**config.mk**
```make
export PLATFORM = sky130hd
export DESIGN_NAME = mc_main_control_flat
export DESIGN_NICKNAME = d
export VERILOG_FILES = /design/src/rtl/mc_ctrl_if.sv /design/src/rtl/mc_main_control.sv /design/src/flat_wrapper.sv
export SDC_FILE = /design/constraint.sdc
export NUM_CORES = 1
export LEC_CHECK = 0
export CAP_MARGIN = 20
export CORE_MARGIN = 1
export CORE_UTILIZATION = 47
export DETAILED_ROUTE_END_ITERATION = 12
export PLACE_DENSITY = 0.85
export SYNTH_ARGS = -nofsm -noshare
export SYNTH_HDL_FRONTEND = slang
export SYNTH_SLANG_ARGS = --single-unit
```
**constraint.sdc**
```tcl
create_clock -name clk -period 2.1 [get_ports clk]
set_input_delay 0.21 -clock clk [delete_from_list [all_inputs] [get_ports clk]]
set_output_delay 0.21 -clock clk [all_outputs]
set_load 0.03 [all_outputs]
```
**src/rtl/mc_ctrl_if.sv**
```systemverilog
// Control/status bundle between the multicycle main control FSM and the datapath/memory.
// master = control FSM side, slave = datapath/memory side.
interface mc_ctrl_if;
    logic [3:0] opcode;
    logic       mem_ready;
    logic       pc_write;
    logic       pc_write_cond;
    logic [1:0] pc_source;
    logic       iord;
    logic       mem_read;
    logic       mem_write;
    logic       ir_write;
    logic       reg_dst;
    logic       mem_to_reg;
    logic       reg_write;
    logic       alu_src_a;
    logic [1:0] alu_src_b;
    logic [3:0] alu_op;
    logic       instr_done;
    logic       illegal_op;

    modport master (
        input  opcode, mem_ready,
        output pc_write, pc_write_cond, pc_source, iord, mem_read, mem_write,
               ir_write, reg_dst, mem_to_reg, reg_write, alu_src_a, alu_src_b,
               alu_op, instr_done, illegal_op
    );

    modport slave (
        output opcode, mem_ready,
        input  pc_write, pc_write_cond, pc_source, iord, mem_read, mem_write,
               ir_write, reg_dst, mem_to_reg, reg_write, alu_src_a, alu_src_b,
               alu_op, instr_done, illegal_op
    );
endinterface

```
**src/rtl/mc_main_control.sv**
```systemverilog
// Multicycle main control FSM for the 16-bit MIPS datapath.
// Optional macro MC_ILLEGAL_TRAP_EN: undefined opcodes park the FSM in TRAP with illegal_op set.
module mc_main_control (
    input  logic       clk,
    input  logic       reset_n,
    mc_ctrl_if.master  bus
);

    typedef enum logic [3:0] {
        IDLE,
        FETCH,
        DECODE,
        EXEC_R,
        EXEC_I,
        MEM_ADDR,
        MEM_RD,
        MEM_WB,
        MEM_WR,
        BRANCH,
        JUMP,
        WB_R,
        WB_I
`ifdef MC_ILLEGAL_TRAP_EN
        , TRAP
`endif
    } state_e;

    typedef enum logic [3:0] {
        OP_RTYPE = 4'b0000,
        OP_ADDI  = 4'b0001,
        OP_ANDI  = 4'b0010,
        OP_ORI   = 4'b0011,
        OP_SLTI  = 4'b0100,
        OP_LW    = 4'b0101,
        OP_SW    = 4'b0110,
        OP_BEQ   = 4'b0111,
        OP_J     = 4'b1000
    } opcode_e;

    localparam logic [3:0] ALU_RTYPE = 4'b0000;
    localparam logic [3:0] ALU_ADD   = 4'b0001;
    localparam logic [3:0] ALU_SUB   = 4'b0100;
    localparam logic [3:0] ALU_SLT   = 4'b0110;
    localparam logic [3:0] ALU_AND   = 4'b1001;
    localparam logic [3:0] ALU_OR    = 4'b1010;

    localparam logic [1:0] PCSRC_ALU    = 2'b00;
    localparam logic [1:0] PCSRC_ALUOUT = 2'b01;
    localparam logic [1:0] PCSRC_JUMP   = 2'b10;

    localparam logic [1:0] SRCB_RT     = 2'b00;
    localparam logic [1:0] SRCB_ONE    = 2'b01;
    localparam logic [1:0] SRCB_IMM    = 2'b10;
    localparam logic [1:0] SRCB_BRANCH = 2'b11;

    state_e     state_q, state_d;
    logic       started_q;
    logic       is_store_q, is_store_d;
    logic [3:0] exec_i_op_q, exec_i_op_d;

    // NOTE: state registers use non-blocking assignments so every flop samples pre-edge values.
    always_ff @(posedge clk or negedge reset_n) begin
        if (!reset_n) begin
            state_q     <= IDLE;
            started_q   <= 1'b0;
            is_store_q  <= 1'b0;
            exec_i_op_q <= ALU_ADD;
        end else begin
            state_q     <= state_d;
            started_q   <= 1'b1;
            is_store_q  <= is_store_d;
            exec_i_op_q <= exec_i_op_d;
        end
    end

    // NOTE: every signal gets a default first so no path through the case infers a latch.
    always_comb begin
        state_d            = state_q;
        is_store_d         = is_store_q;
        exec_i_op_d        = exec_i_op_q;
        bus.pc_write       = 1'b0;
        bus.pc_write_cond  = 1'b0;
        bus.pc_source      = PCSRC_ALU;
        bus.iord           = 1'b0;
        bus.mem_read       = 1'b0;
        bus.mem_write      = 1'b0;
        bus.ir_write       = 1'b0;
        bus.reg_dst        = 1'b0;
        bus.mem_to_reg     = 1'b0;
        bus.reg_write      = 1'b0;
        bus.alu_src_a      = 1'b0;
        bus.alu_src_b      = SRCB_RT;
        bus.alu_op         = ALU_RTYPE;
        bus.instr_done     = 1'b0;
        bus.illegal_op     = 1'b0;

        unique case (state_q)
            // Hold one extra cycle after reset release so the first FETCH lands on the second edge.
            IDLE: begin
                if (started_q) state_d = FETCH;
            end

            FETCH: begin
                bus.mem_read  = 1'b1;
                bus.iord      = 1'b0;
                bus.alu_src_a = 1'b0;
                bus.alu_src_b = SRCB_ONE;
                bus.alu_op    = ALU_ADD;
                bus.ir_write  = bus.mem_ready;
                bus.pc_write  = bus.mem_ready;
                if (bus.mem_ready) state_d = DECODE;
            end

            DECODE: begin
                bus.alu_src_a = 1'b0;
                bus.alu_src_b = SRCB_BRANCH;
                bus.alu_op    = ALU_ADD;
                // Opcode is only looked at here; later states use what was captured.
                case (bus.opcode)
                    OP_RTYPE: state_d = EXEC_R;
                    OP_ADDI: begin
                        state_d     = EXEC_I;
                        exec_i_op_d = ALU_ADD;
                    end
                    OP_ANDI: begin
                        state_d     = EXEC_I;
                        exec_i_op_d = ALU_AND;
                    end
                    OP_ORI: begin
                        state_d     = EXEC_I;
                        exec_i_op_d = ALU_OR;
                    end
                    OP_SLTI: begin
                        state_d     = EXEC_I;
                        exec_i_op_d = ALU_SLT;
                    end
                    OP_LW: begin
                        state_d    = MEM_ADDR;
                        is_store_d = 1'b0;
                    end
                    OP_SW: begin
                        state_d    = MEM_ADDR;
                        is_store_d = 1'b1;
                    end
                    OP_BEQ:  state_d = BRANCH;
                    OP_J:    state_d = JUMP;
`ifdef MC_ILLEGAL_TRAP_EN
                    default: state_d = TRAP;
`else
                    default: state_d = FETCH;
`endif
                endcase
            end

            EXEC_R: begin
                bus.alu_src_a = 1'b1;
                bus.alu_src_b = SRCB_RT;
                bus.alu_op    = ALU_RTYPE;
                state_d       = WB_R;
            end

            EXEC_I: begin
                bus.alu_src_a = 1'b1;
                bus.alu_src_b = SRCB_IMM;
                bus.alu_op    = exec_i_op_q;
                state_d       = WB_I;
            end

            MEM_ADDR: begin
                bus.alu_src_a = 1'b1;
                bus.alu_src_b = SRCB_IMM;
                bus.alu_op    = ALU_ADD;
                state_d       = is_store_q ? MEM_WR : MEM_RD;
            end

            MEM_RD: begin
                bus.mem_read = 1'b1;
                bus.iord     = 1'b1;
                if (bus.mem_ready) state_d = MEM_WB;
            end

            MEM_WB: begin
                bus.mem_to_reg = 1'b1;
                bus.reg_write  = 1'b1;
                bus.instr_done = 1'b1;
                state_d        = FETCH;
            end

            MEM_WR: begin
                bus.mem_write  = 1'b1;
                bus.iord       = 1'b1;
                bus.instr_done = bus.mem_ready;
                if (bus.mem_ready) state_d = FETCH;
            end

            BRANCH: begin
                bus.alu_src_a     = 1'b1;
                bus.alu_src_b     = SRCB_RT;
                bus.alu_op        = ALU_SUB;
                bus.pc_write_cond = 1'b1;
                bus.pc_source     = PCSRC_ALUOUT;
                bus.instr_done    = 1'b1;
                state_d           = FETCH;
            end

            JUMP: begin
                bus.pc_write   = 1'b1;
                bus.pc_source  = PCSRC_JUMP;
                bus.instr_done = 1'b1;
                state_d        = FETCH;
            end

            WB_R: begin
                bus.reg_dst    = 1'b1;
                bus.reg_write  = 1'b1;
                bus.instr_done = 1'b1;
                state_d        = FETCH;
            end

            WB_I: begin
                bus.reg_dst    = 1'b0;
                bus.reg_write  = 1'b1;
                bus.instr_done = 1'b1;
                state_d        = FETCH;
            end

`ifdef MC_ILLEGAL_TRAP_EN
            TRAP: begin
                bus.illegal_op = 1'b1;
                state_d        = TRAP;
            end
`endif

            default: state_d = IDLE;
        endcase
    end

endmodule

```
**src/flat_wrapper.sv**
```systemverilog
// flat-port wrapper written by rule: the top's interface ports become plain ports
module mc_main_control_flat 
  (clk, reset_n, bus_opcode, bus_mem_ready, bus_pc_write, bus_pc_write_cond, bus_pc_source, bus_iord, bus_mem_read, bus_mem_write, bus_ir_write, bus_reg_dst, bus_mem_to_reg, bus_reg_write, bus_alu_src_a, bus_alu_src_b, bus_alu_op, bus_instr_done, bus_illegal_op);
  mc_ctrl_if bus_i ();
  input  logic clk;
  input  logic reset_n;
  input wire logic [$bits(bus_i.opcode)-1:0] bus_opcode;
  input wire logic [$bits(bus_i.mem_ready)-1:0] bus_mem_ready;
  output wire logic [$bits(bus_i.pc_write)-1:0] bus_pc_write;
  output wire logic [$bits(bus_i.pc_write_cond)-1:0] bus_pc_write_cond;
  output wire logic [$bits(bus_i.pc_source)-1:0] bus_pc_source;
  output wire logic [$bits(bus_i.iord)-1:0] bus_iord;
  output wire logic [$bits(bus_i.mem_read)-1:0] bus_mem_read;
  output wire logic [$bits(bus_i.mem_write)-1:0] bus_mem_write;
  output wire logic [$bits(bus_i.ir_write)-1:0] bus_ir_write;
  output wire logic [$bits(bus_i.reg_dst)-1:0] bus_reg_dst;
  output wire logic [$bits(bus_i.mem_to_reg)-1:0] bus_mem_to_reg;
  output wire logic [$bits(bus_i.reg_write)-1:0] bus_reg_write;
  output wire logic [$bits(bus_i.alu_src_a)-1:0] bus_alu_src_a;
  output wire logic [$bits(bus_i.alu_src_b)-1:0] bus_alu_src_b;
  output wire logic [$bits(bus_i.alu_op)-1:0] bus_alu_op;
  output wire logic [$bits(bus_i.instr_done)-1:0] bus_instr_done;
  output wire logic [$bits(bus_i.illegal_op)-1:0] bus_illegal_op;
  assign bus_i.opcode = bus_opcode;
  assign bus_i.mem_ready = bus_mem_ready;
  assign bus_pc_write = bus_i.pc_write;
  assign bus_pc_write_cond = bus_i.pc_write_cond;
  assign bus_pc_source = bus_i.pc_source;
  assign bus_iord = bus_i.iord;
  assign bus_mem_read = bus_i.mem_read;
  assign bus_mem_write = bus_i.mem_write;
  assign bus_ir_write = bus_i.ir_write;
  assign bus_reg_dst = bus_i.reg_dst;
  assign bus_mem_to_reg = bus_i.mem_to_reg;
  assign bus_reg_write = bus_i.reg_write;
  assign bus_alu_src_a = bus_i.alu_src_a;
  assign bus_alu_src_b = bus_i.alu_src_b;
  assign bus_alu_op = bus_i.alu_op;
  assign bus_instr_done = bus_i.instr_done;
  assign bus_illegal_op = bus_i.illegal_op;
  mc_main_control u_core (.clk(clk), .reset_n(reset_n), .bus(bus_i));
endmodule
```
# [Yosys cells after proc, flatten, opt, wreduce, memory -nomap -nowiden]
# Index checks and enable logic that the tools add are counted.
[word_totals] romBits=0 register_bits=10 out_inout_bits=20 wordCells=67 memories=0 latch_bits=0 mem_bits_rw=0 input_bits=7
[classes] order_cmp=0 mul=0 add_sub_neg=0 n_mux=23 eq_ne=24 n_reduce_logical=16 shift=0 n_div=0 n_bitwise=0
[op_table] cell="one-hot mux 4 bit (9 select lines)" count=1
[op_table] cell="== test 4 x 3 -> 1 bit, second input constant" count=8
[op_table] cell="== test 4 bit, second input constant" count=6
[op_table] cell="2-to-1 mux 4 bit" count=5
[op_table] cell="one-hot mux 4 bit (5 select lines)" count=1
[op_table] cell="== test 4 x 2 -> 1 bit, second input constant" count=4
[op_table] cell="one-hot mux 4 bit (4 select lines)" count=1
[op_table] cell="one-hot mux 4 bit (3 select lines)" count=1
[op_table] cell="2-to-1 mux 1 bit" count=9
[op_table] cell="== test 4 x 1 -> 1 bit, second input constant" count=2
[op_table] cell="zero test 4 bit" count=2
[op_table] cell="OR reduction 2 bit" count=4
[op_table] cell="OR reduction 4 bit" count=2
[op_table] cell="!= test 2 bit, second input constant" count=3
[op_table] cell="one-hot mux 1 bit (2 select lines)" count=3
[op_table] cell="one-hot mux 2 bit (3 select lines)" count=1
[op_table] cell="OR reduction 3 bit" count=2
[op_table] cell="OR reduction 5 bit" count=1
[op_table] cell="one-hot mux 2 bit (2 select lines)" count=1
[op_table] cell="AND reduction 2 bit" count=2
[op_table] cell="AND reduction 4 bit" count=1
[op_table] cell="nonzero test 4 bit" count=1
[op_table] cell="!= test 2 x 1 -> 1 bit, second input constant" count=1
[op_table] cell="nonzero test 2 bit" count=1

# [Longest topological paths before layout]
# Gate-level depths: netlist of run 1.
[logic_depth] word_depth=4 ltp_mapped=6 ltp_nobuf=4

# [Worst setup path after synthesis of run 1]
# Ideal clock, no wire load.
[synth_timing] kind="register to output" startpoint="register u_core.state_q[3]" endpoint="output port bus_alu_src_a" stages_incl_launch_ff=5 slack_ns=0.064 n_path_buf=2 t_required_ns=1.890 arrival_ns=1.826 cell_sequence="dfrtp_1 -> clkbuf_1 -> clkbuf_1 -> xnor2_1 -> o32ai_1"
[synth_via] elab_chain_cells=3 word_cells_on_any_way=6 classes_between="eq/ne (4); mux (1); reduce/logical (1)"
[synth_rtl] item="from (decl)" line_no="mc_main_control.sv:56" text="state_e state_q, state_d;"
[synth_rtl] item="from (signal assigned)" line_no="mc_main_control.sv:69" text="state_q <= state_d;"
[synth_rtl] item="== test 4 x 2 -> 1 bit, or another cell as far along" line_no="mc_main_control.sv:97" text="unique case (state_q)"
[synth_rtl] item="OR reduction 4 bit (no source line) *"
[synth_rtl] item="2-to-1 mux 1 bit *" line_no="mc_main_control.sv:97"
[synth_rtl] item="to (decl)" line_no="flat_wrapper.sv:19" text="output wire logic [$bits(bus_i.alu_src_a)-1:0] bus_alu_src_a;"
# Mark *: on every way between the ends. The rest lies on a longest branch, timed or not.

# [Final worst setup path of run 1]
[layout_timing] startpoint="register u_core.state_q[3]" endpoint="output port bus_mem_to_reg"
[layout_via] elab_chain_cells=2
[layout_rtl] item="== test 4 x 3 -> 1 bit" line_no="mc_main_control.sv:97"
[layout_rtl] item="2-to-1 mux 1 bit" line_no="mc_main_control.sv:97"
[layout_rtl] item="to (decl)" line_no="flat_wrapper.sv:17" text="output wire logic [$bits(bus_i.mem_to_reg)-1:0] bus_mem_to_reg;"
# Every way passes these cells.

==> results of run 1 <==
power groups by stage:
stage	logic, mW	registers, mW	clock network [mW]
after floorplan	1.01	0.282	0
after global placement	1.34	0.380	0
after detailed placement	1.36	0.386	0
after CTS	1.32	0.385	0.174
after global routing	1.50	0.385	0.188
final	1.39	0.374	0.169
sequential cells by signal, indices dropped and copies added (netlist names):
name and cells:
u_core.exec_i_op_q 4, u_core.is_store_q 1, u_core.started_q 1, u_core.state_q 4
cell usage after synthesis (2+ instances only):
| cell | count | area [µm²] |
|---|---|---|
| a211oi_1 | 2 | 15.0 |
| a21oi_1 | 9 | 45.0 |
| and3_1 | 3 | 18.8 |
| buf_4 | 2 | 15.0 |
| clkbuf_1 | 10 | 37.5 |
| conb_1 | 2 | 7.51 |
| dfrtp_1 | 9 | 225 |
| inv_1 | 5 | 18.8 |
| mux2_2 | 2 | 22.5 |
| nand2_1 | 12 | 45.0 |
| nand2b_1 | 3 | 18.8 |
| nand3_1 | 4 | 20.0 |
| nor2_1 | 21 | 78.8 |
| nor2b_1 | 3 | 18.8 |
| nor3_1 | 4 | 20.0 |
| o21ai_0 | 11 | 55.1 |
| o22ai_1 | 3 | 18.8 |
| or3_1 | 3 | 18.8 |
| xnor2_1 | 2 | 17.5 |
layer usage:
| metal | wire, µm | part of all wire, % |
|---|---|---|
| met1 | 1070 | 42 |
| met5 | 0 | 0 |
| met2 | 1240 | 49 |
| met3 | 151 | 6.0 |
| met4 | 55 | 2.2 |
stage by stage:
step                      power [mW]  setup TNS, ns  instance area, µm²  setup slack (ns)  util (%)
final                           1.94              0                1260            0.0769      70.0
after global placement          1.71              0                1190             0.129      66.3
after detailed placement        1.75              0                1190            0.0902      66.3
after CTS                       1.88              0                1220           0.00286      67.9
after global routing            2.07        -0.0104                1260           -0.0104      70.0
after floorplan                 1.29              0                 933            0.0642         -
final timing paths:
path                                            start                     to  slack, ns  depth (start not counted)
worst max-delay path                u_core.state_q[3]         bus_mem_to_reg       0.08                          3
worst min-delay path                          reset_n  u_core.exec_i_op_q[2]       0.25                          1
worst max register to register      u_core.state_q[2]      u_core.state_q[2]       0.26                          3
worst min register to register  u_core.exec_i_op_q[1]  u_core.exec_i_op_q[1]       0.53                          2
max in group asynchronous                     reset_n  u_core.exec_i_op_q[0]       1.52                          1
min in group clk                u_core.exec_i_op_q[1]  u_core.exec_i_op_q[1]       0.53                          2
placed cells by master, fill, tap and decap left out, types with 2 or more instances in the layout:
cell type | netlist | routed
nor2_1 | 21 | 21
buf_4 | 2 | 18
nand2_1 | 12 | 12
o21ai_0 | 11 | 11
a21oi_1 | 9 | 9
clkdlybuf4s50_1 | 0 | 7
dlygate4sd2_1 | 0 | 7
inv_1 | 5 | 5
dfrtp_1 | 9 | 5
nand3_1 | 4 | 4
nor3_1 | 4 | 4
dfrtp_2 | 0 | 4
nand2b_1 | 3 | 3
nor2b_1 | 3 | 3
and3_1 | 3 | 3
o22ai_1 | 3 | 3
or3_1 | 3 | 3
clkbuf_4 | 0 | 3
dlymetal6s2s_1 | 0 | 3
a211oi_1 | 2 | 2
mux2_2 | 2 | 2
xnor2_1 | 2 | 2
conb_1 | 2 | 2
layout make-up:
type	instances	area (µm²)
Tap cell	25	31.3
Fill cell	144	541
Clock buffer	4	36.3
Multi-Input combinational cell	103	594
Timing Repair Buffer	36	324
Inverter	5	18.8
Sequential cell	10	256
cells by family (layout without fill, tap and decap cells):
| kind of cell | Yosys count | after routing | share of synthesized area [%] |
|---|---|---|---|
| other | 2 | 2 | 0.805 |
| XOR/XNOR | 3 | 3 | 2.82 |
| flip-flops | 10 | 10 | 26.9 |
| AO/OA/AOI/OAI | 36 | 36 | 24.0 |
| multiplexers | 3 | 3 | 3.49 |
| AND/OR/NAND/NOR | 59 | 59 | 32.6 |
| buffers and inverters | 19 | 45 | 9.38 |
what timing repair did:
item | 4_1_cts | 5_1_grt
pin swaps | 0 | 0
resized for setup | 9 | 5
endpoints found under the setup margin | 11 | 4
buffers inserted | 0 | 2
hold buffers | 0 | 0
==> reports/qor.csv, run 1 <==
stage,metric,value,unit
global_route,globalRouteOverflowTotal,0,
clock_tree,h-tree-depth,1,
critical_path,slowest_delay,0.67,ns
pwr,power_density,1540,nW/µm²
placed_design,port_buffers,25,
cells_and_area,synthToLayoutAreaGrowth,35.1,%
global_route,grt_pass1_wl,3910,µm
floorplan,start_util,51.8,%
cells_and_area,drive_gt1_share,21.5,%
route,vias,1047,
critical_path,cp-end-kind,output pin,
pwr,switchingPower,992,µW
cells_and_area,antenna_cells,0,
clock_tree,cts.clk_slew.worst_paths,0.06,ns
cells_and_area,fin_cells,183,
critical_path,crit_slowest_cell,clkdlybuf4s50_1,
pwr,p_comb_share,72.0,%
logic_synthesis,synth_edf_count,0,
logic_synthesis,synth_cell_types,41,
logic_synthesis,ys_warn_count,0,
clock_tree,clk_latency,0.26,ns
hold_path,hold_path.class,in -> async,
clock_tree,cts-root-buf,clkbuf_4,
route,route.detailed.drc,0,
clock_tree,cts_sinks,10,
timing,hold_ws,0.253,ns
pwr,ir_worst_vdd,1.00,mV
logic_synthesis,synthCells,132,
logic_synthesis,synth_nets,139,
timing,finClkSkew,0.000724,ns
floorplan,dieArea,2170,µm²
route,drt_first_iter_violations,46,
global_route,antenna_found_initial,0,
timing,drv_slew,0,
pwr,sequentialPowerShare,19.3,%
pwr,p_sw_share,51.2,%
global_route,gr-usage-met2,39.7,%
pwr,p_int,945,µW
global_route,busiest_layer,met2,
floorplan,die_y,46.6,µm
logic_synthesis,synth-main-ff-cell,dfrtp_1,
placed_design,routabilityCongestion,0.868,
flow_run,cap_violations,0,
global_route,grt_max_degree,19,
route,ant_nets,0,
critical_path,cp.arrival,1.81,ns
global_route,use_met3,9.02,%
clock_tree,cts_tree,built,
logic_synthesis,ys_seq_area_share,26.9,%
global_route,track_usage,26.1,%
logic_synthesis,ys_async_sr_fraction,100,%
clock_tree,clockBufferDepth,2,
floorplan,die_w,46.6,µm
critical_path,critPathTopFamily,buffers and inverters,
clock_tree,cts_buffers,3,
floorplan,num_rows,15,
cells_and_area,fin_nets,166,
critical_path,worst-path-max-fanout,9,
timing,max_freq,494,MHz
global_route,first_global_vias,870,
logic_synthesis,ys_ff_latch,10,
critical_path,path_cells,nand2b_1 -> nor2_1 -> clkdlybuf4s50_1,
timing,setup_viol,0,
logic_synthesis,avgSynthCellArea,7.07,µm²
status,status,finished clean,
pwr,leakage,0.615,nW
placed_design,place_inst,177,
placed_design,dp_hpwl,1940,µm
timing,post-route-period-util,96.3,%
floorplan,core_area,1800,µm²
critical_path,crit_required,1.89,ns
timing,min_period,2.02,ns
floorplan,pin_count,27,
route,first_pass_iters,5,
route,routed_via_density,5.72,
logic_synthesis,syn_area,933,µm²
critical_path,cp.buffers_inverters,1,
timing,hold_viol_final,0,
global_route,use_met1,34.7,%
critical_path,worstSetupPathType,reg -> out,
route,wl,2510,µm
pwr,clock_power_share,8.7,%
route,wl_per_cell,13.7,µm
critical_path,cp-start-kind,flip-flop,
Note: power is estimated with default switching activity, not from simulation.
==> inputs of run 2 (changes only) <==
Settings changed: CTS_BUF_LIST from default to sky130_fd_sc_hd__clkbuf_16.
==> run 2 against run 1 <==
  * Combinational power down 3%
  * Worst hold slack better by 0.040 ns
  * Register-to-register slack worse by 0.02 ns
  * Largest power group unchanged
  * Non-clock buffer count is 2 lower
==> reports/qor.csv, run 2 (synthesis gave the netlist of run 1 again) <==
stage,metric,value,unit
critical_path,cp.buffers_inverters,2,
clock_tree,cts_tree,built,
cells_and_area,antenna_cells,0,
pwr,clock_power_share,16.0,%
pwr,sequentialPowerShare,19.2,%
global_route,grt_max_degree,19,
cells_and_area,finish.utilization,71.5,%
route,drt_first_iter_violations,44,
cells_and_area,synthToLayoutAreaGrowth,37.9,%
critical_path,cp.arrival,1.82,ns
timing,setup_viol,0,
pwr,p_int,1.07,mW
timing,max_freq,492,MHz
clock_tree,h-tree-depth,1,
hold_path,hold_path.class,in -> async,
pwr,p_sw_share,48.8,%
critical_path,crit_slowest_cell,clkdlybuf4s50_1,
route,vias,1074,
placed_design,place_inst,177,
placed_design,dp_slack,0.0902,ns
global_route,track_usage,26.9,%
timing,post-route-period-util,96.9,%
floorplan,start_util,51.8,%
cells_and_area,final_common_cell,nor2_1,
clock_tree,cts-root-buf,clkbuf_16,
critical_path,crit_required,1.89,ns
global_route,globalRouteOverflowTotal,0,
clock_tree,cts_sinks,10,
clock_tree,holdBufCountCts,0,
global_route,first_global_vias,906,
clock_tree,cts_buffers,3,
route,wl,2620,µm
timing,hold_ws,0.293,ns
critical_path,path_cells,buf_4 -> nand2_1 -> nor2_1 -> clkdlybuf4s50_1,
timing,drv_slew,0,
clock_tree,clockBufferDepth,2,
critical_path,slowest_delay,0.67,ns
floorplan,die_w,46.6,µm
cells_and_area,nFillCells,144,
critical_path,worstSetupPathType,reg -> out,
route,first_pass_iters,4,
route,routed_via_density,5.93,
pwr,ir_worst_vdd,1.03,mV
pwr,leakage,0.651,nW
pwr,power_density,1620,nW/µm²
floorplan,pin_count,27,
flow_run,cap_violations,0,
cells_and_area,fin_nets,164,
placed_design,placed_cell_area,1190,µm²
pwr,switchingPower,1.02,mW
timing,rsz0062_at_grt,false,
global_route,antenna_found_initial,0,
cells_and_area,mostFrequentLayoutCells,"nor2_1 (21), buf_4 (17), nand2_1 (12), o21ai_0 (11), a21oi_1 (9)",
placed_design,routabilityCongestion,0.868,
timing,worst_slack,0.0659,ns
clock_tree,clk_latency,0.24,ns
floorplan,num_rows,15,
critical_path,cp-end-kind,output pin,
timing,setup-tns-final,0,ns
placed_design,dp_hpwl,1940,µm
critical_path,worst-path-max-fanout,9,
route,route.detailed.drc,0,
timing,finClkSkew,0.000926,ns
status,status,finished clean,
floorplan,die_y,46.6,µm
cells_and_area,largest_registers,"u_core.exec_i_op_q (4), u_core.state_q (4)",
floorplan,dieArea,2170,µm²
clock_tree,cts.clk_slew.worst_paths,0.04,ns
route,wl_per_cell,14.5,µm
timing,hold_viol_final,0,
route,ant_nets,0,
placed_design,port_buffers,25,
critical_path,cp-start-kind,flip-flop,
pwr,p_comb_share,64.8,%
cells_and_area,fin_area,1290,µm²
critical_path,critPathTopFamily,buffers and inverters,
pwr,totalPowerFinal,2.08,mW
global_route,grt_pass1_wl,4040,µm
floorplan,core_area,1800,µm²
cells_and_area,fin_cells,181,
cells_and_area,drive_gt1_share,19.2,%
timing,min_period,2.03,ns
==> run 2: cell types whose count changed in the layout (fill, tap and decap cells not counted), moves of 3 or more <==
cell / previous run / this run
dlygate4sd2_1: 7 / 3
clkbuf_16: 0 / 3
dlymetal6s2s_1: 3 / 6
clkbuf_4: 3 / 0
==> run 2: layout make-up <==
cell class	count	area, µm²	area share, %
multi-input cells	103	594	46.2
inverters	5	18.8	1.46
clock inverters	1	3.75	0.292
flip-flops and latches	10	255	19.8
well taps	25	31.3	2.43
repair buffers	34	309	24.0
clock buffers	3	75.1	5.83
==> run 2: worst paths after layout <==
path | depth (start not counted) | to | from | slack, ns
hold reg to reg | 2 | u_core.exec_i_op_q[3] | u_core.exec_i_op_q[3] | 0.53
setup reg to reg | 3 | u_core.state_q[2] | u_core.state_q[0] | 0.24
max in group asynchronous | 1 | u_core.state_q[3] | reset_n | 1.47
min in group clk | 2 | u_core.exec_i_op_q[3] | u_core.exec_i_op_q[3] | 0.53
hold / removal | 1 | u_core.exec_i_op_q[2] | reset_n | 0.29
setup / recovery | 4 | bus_mem_to_reg | u_core.state_q[0] | 0.07
==> run 2: what timing repair did <==
item | in CTS | in global routing
setup endpoints to repair | 10 | 7
resized for setup | 5 | 7
endpoints found under the hold margin | 0 | 0
buffers inserted | 0 | 0
==> run 2: layer usage <==
layer | vias up | track usage, % | share of wire [%]
li1 | 507 | - | -
met1 | 502 | 34.2 | 42
met2 | 55 | 42.2 | 48
met3 | 10 | 7.84 | 8.0
met4 | 0 | 10.6 | 2.0
met5 | - | 0 | 0
==> run 2: power by group through the flow <==
| stage | clock network [mW] | logic, mW | registers [mW] |
|---|---|---|---|
| after global placement | 0 | 1.34 | 0.380 |
| after global routing | 0.351 | 1.44 | 0.411 |
| after floorplan | 0 | 1.01 | 0.282 |
| final | 0.333 | 1.35 | 0.399 |
| after CTS | 0.337 | 1.34 | 0.391 |
| after detailed placement | 0 | 1.36 | 0.386 |
==> inputs of run 3 (changes only) <==
Settings changed: SLEW_MARGIN from default to 40.
==> results of run 3 <==
Same layout as run 2: the final DEF is identical, and so are final timing and power.
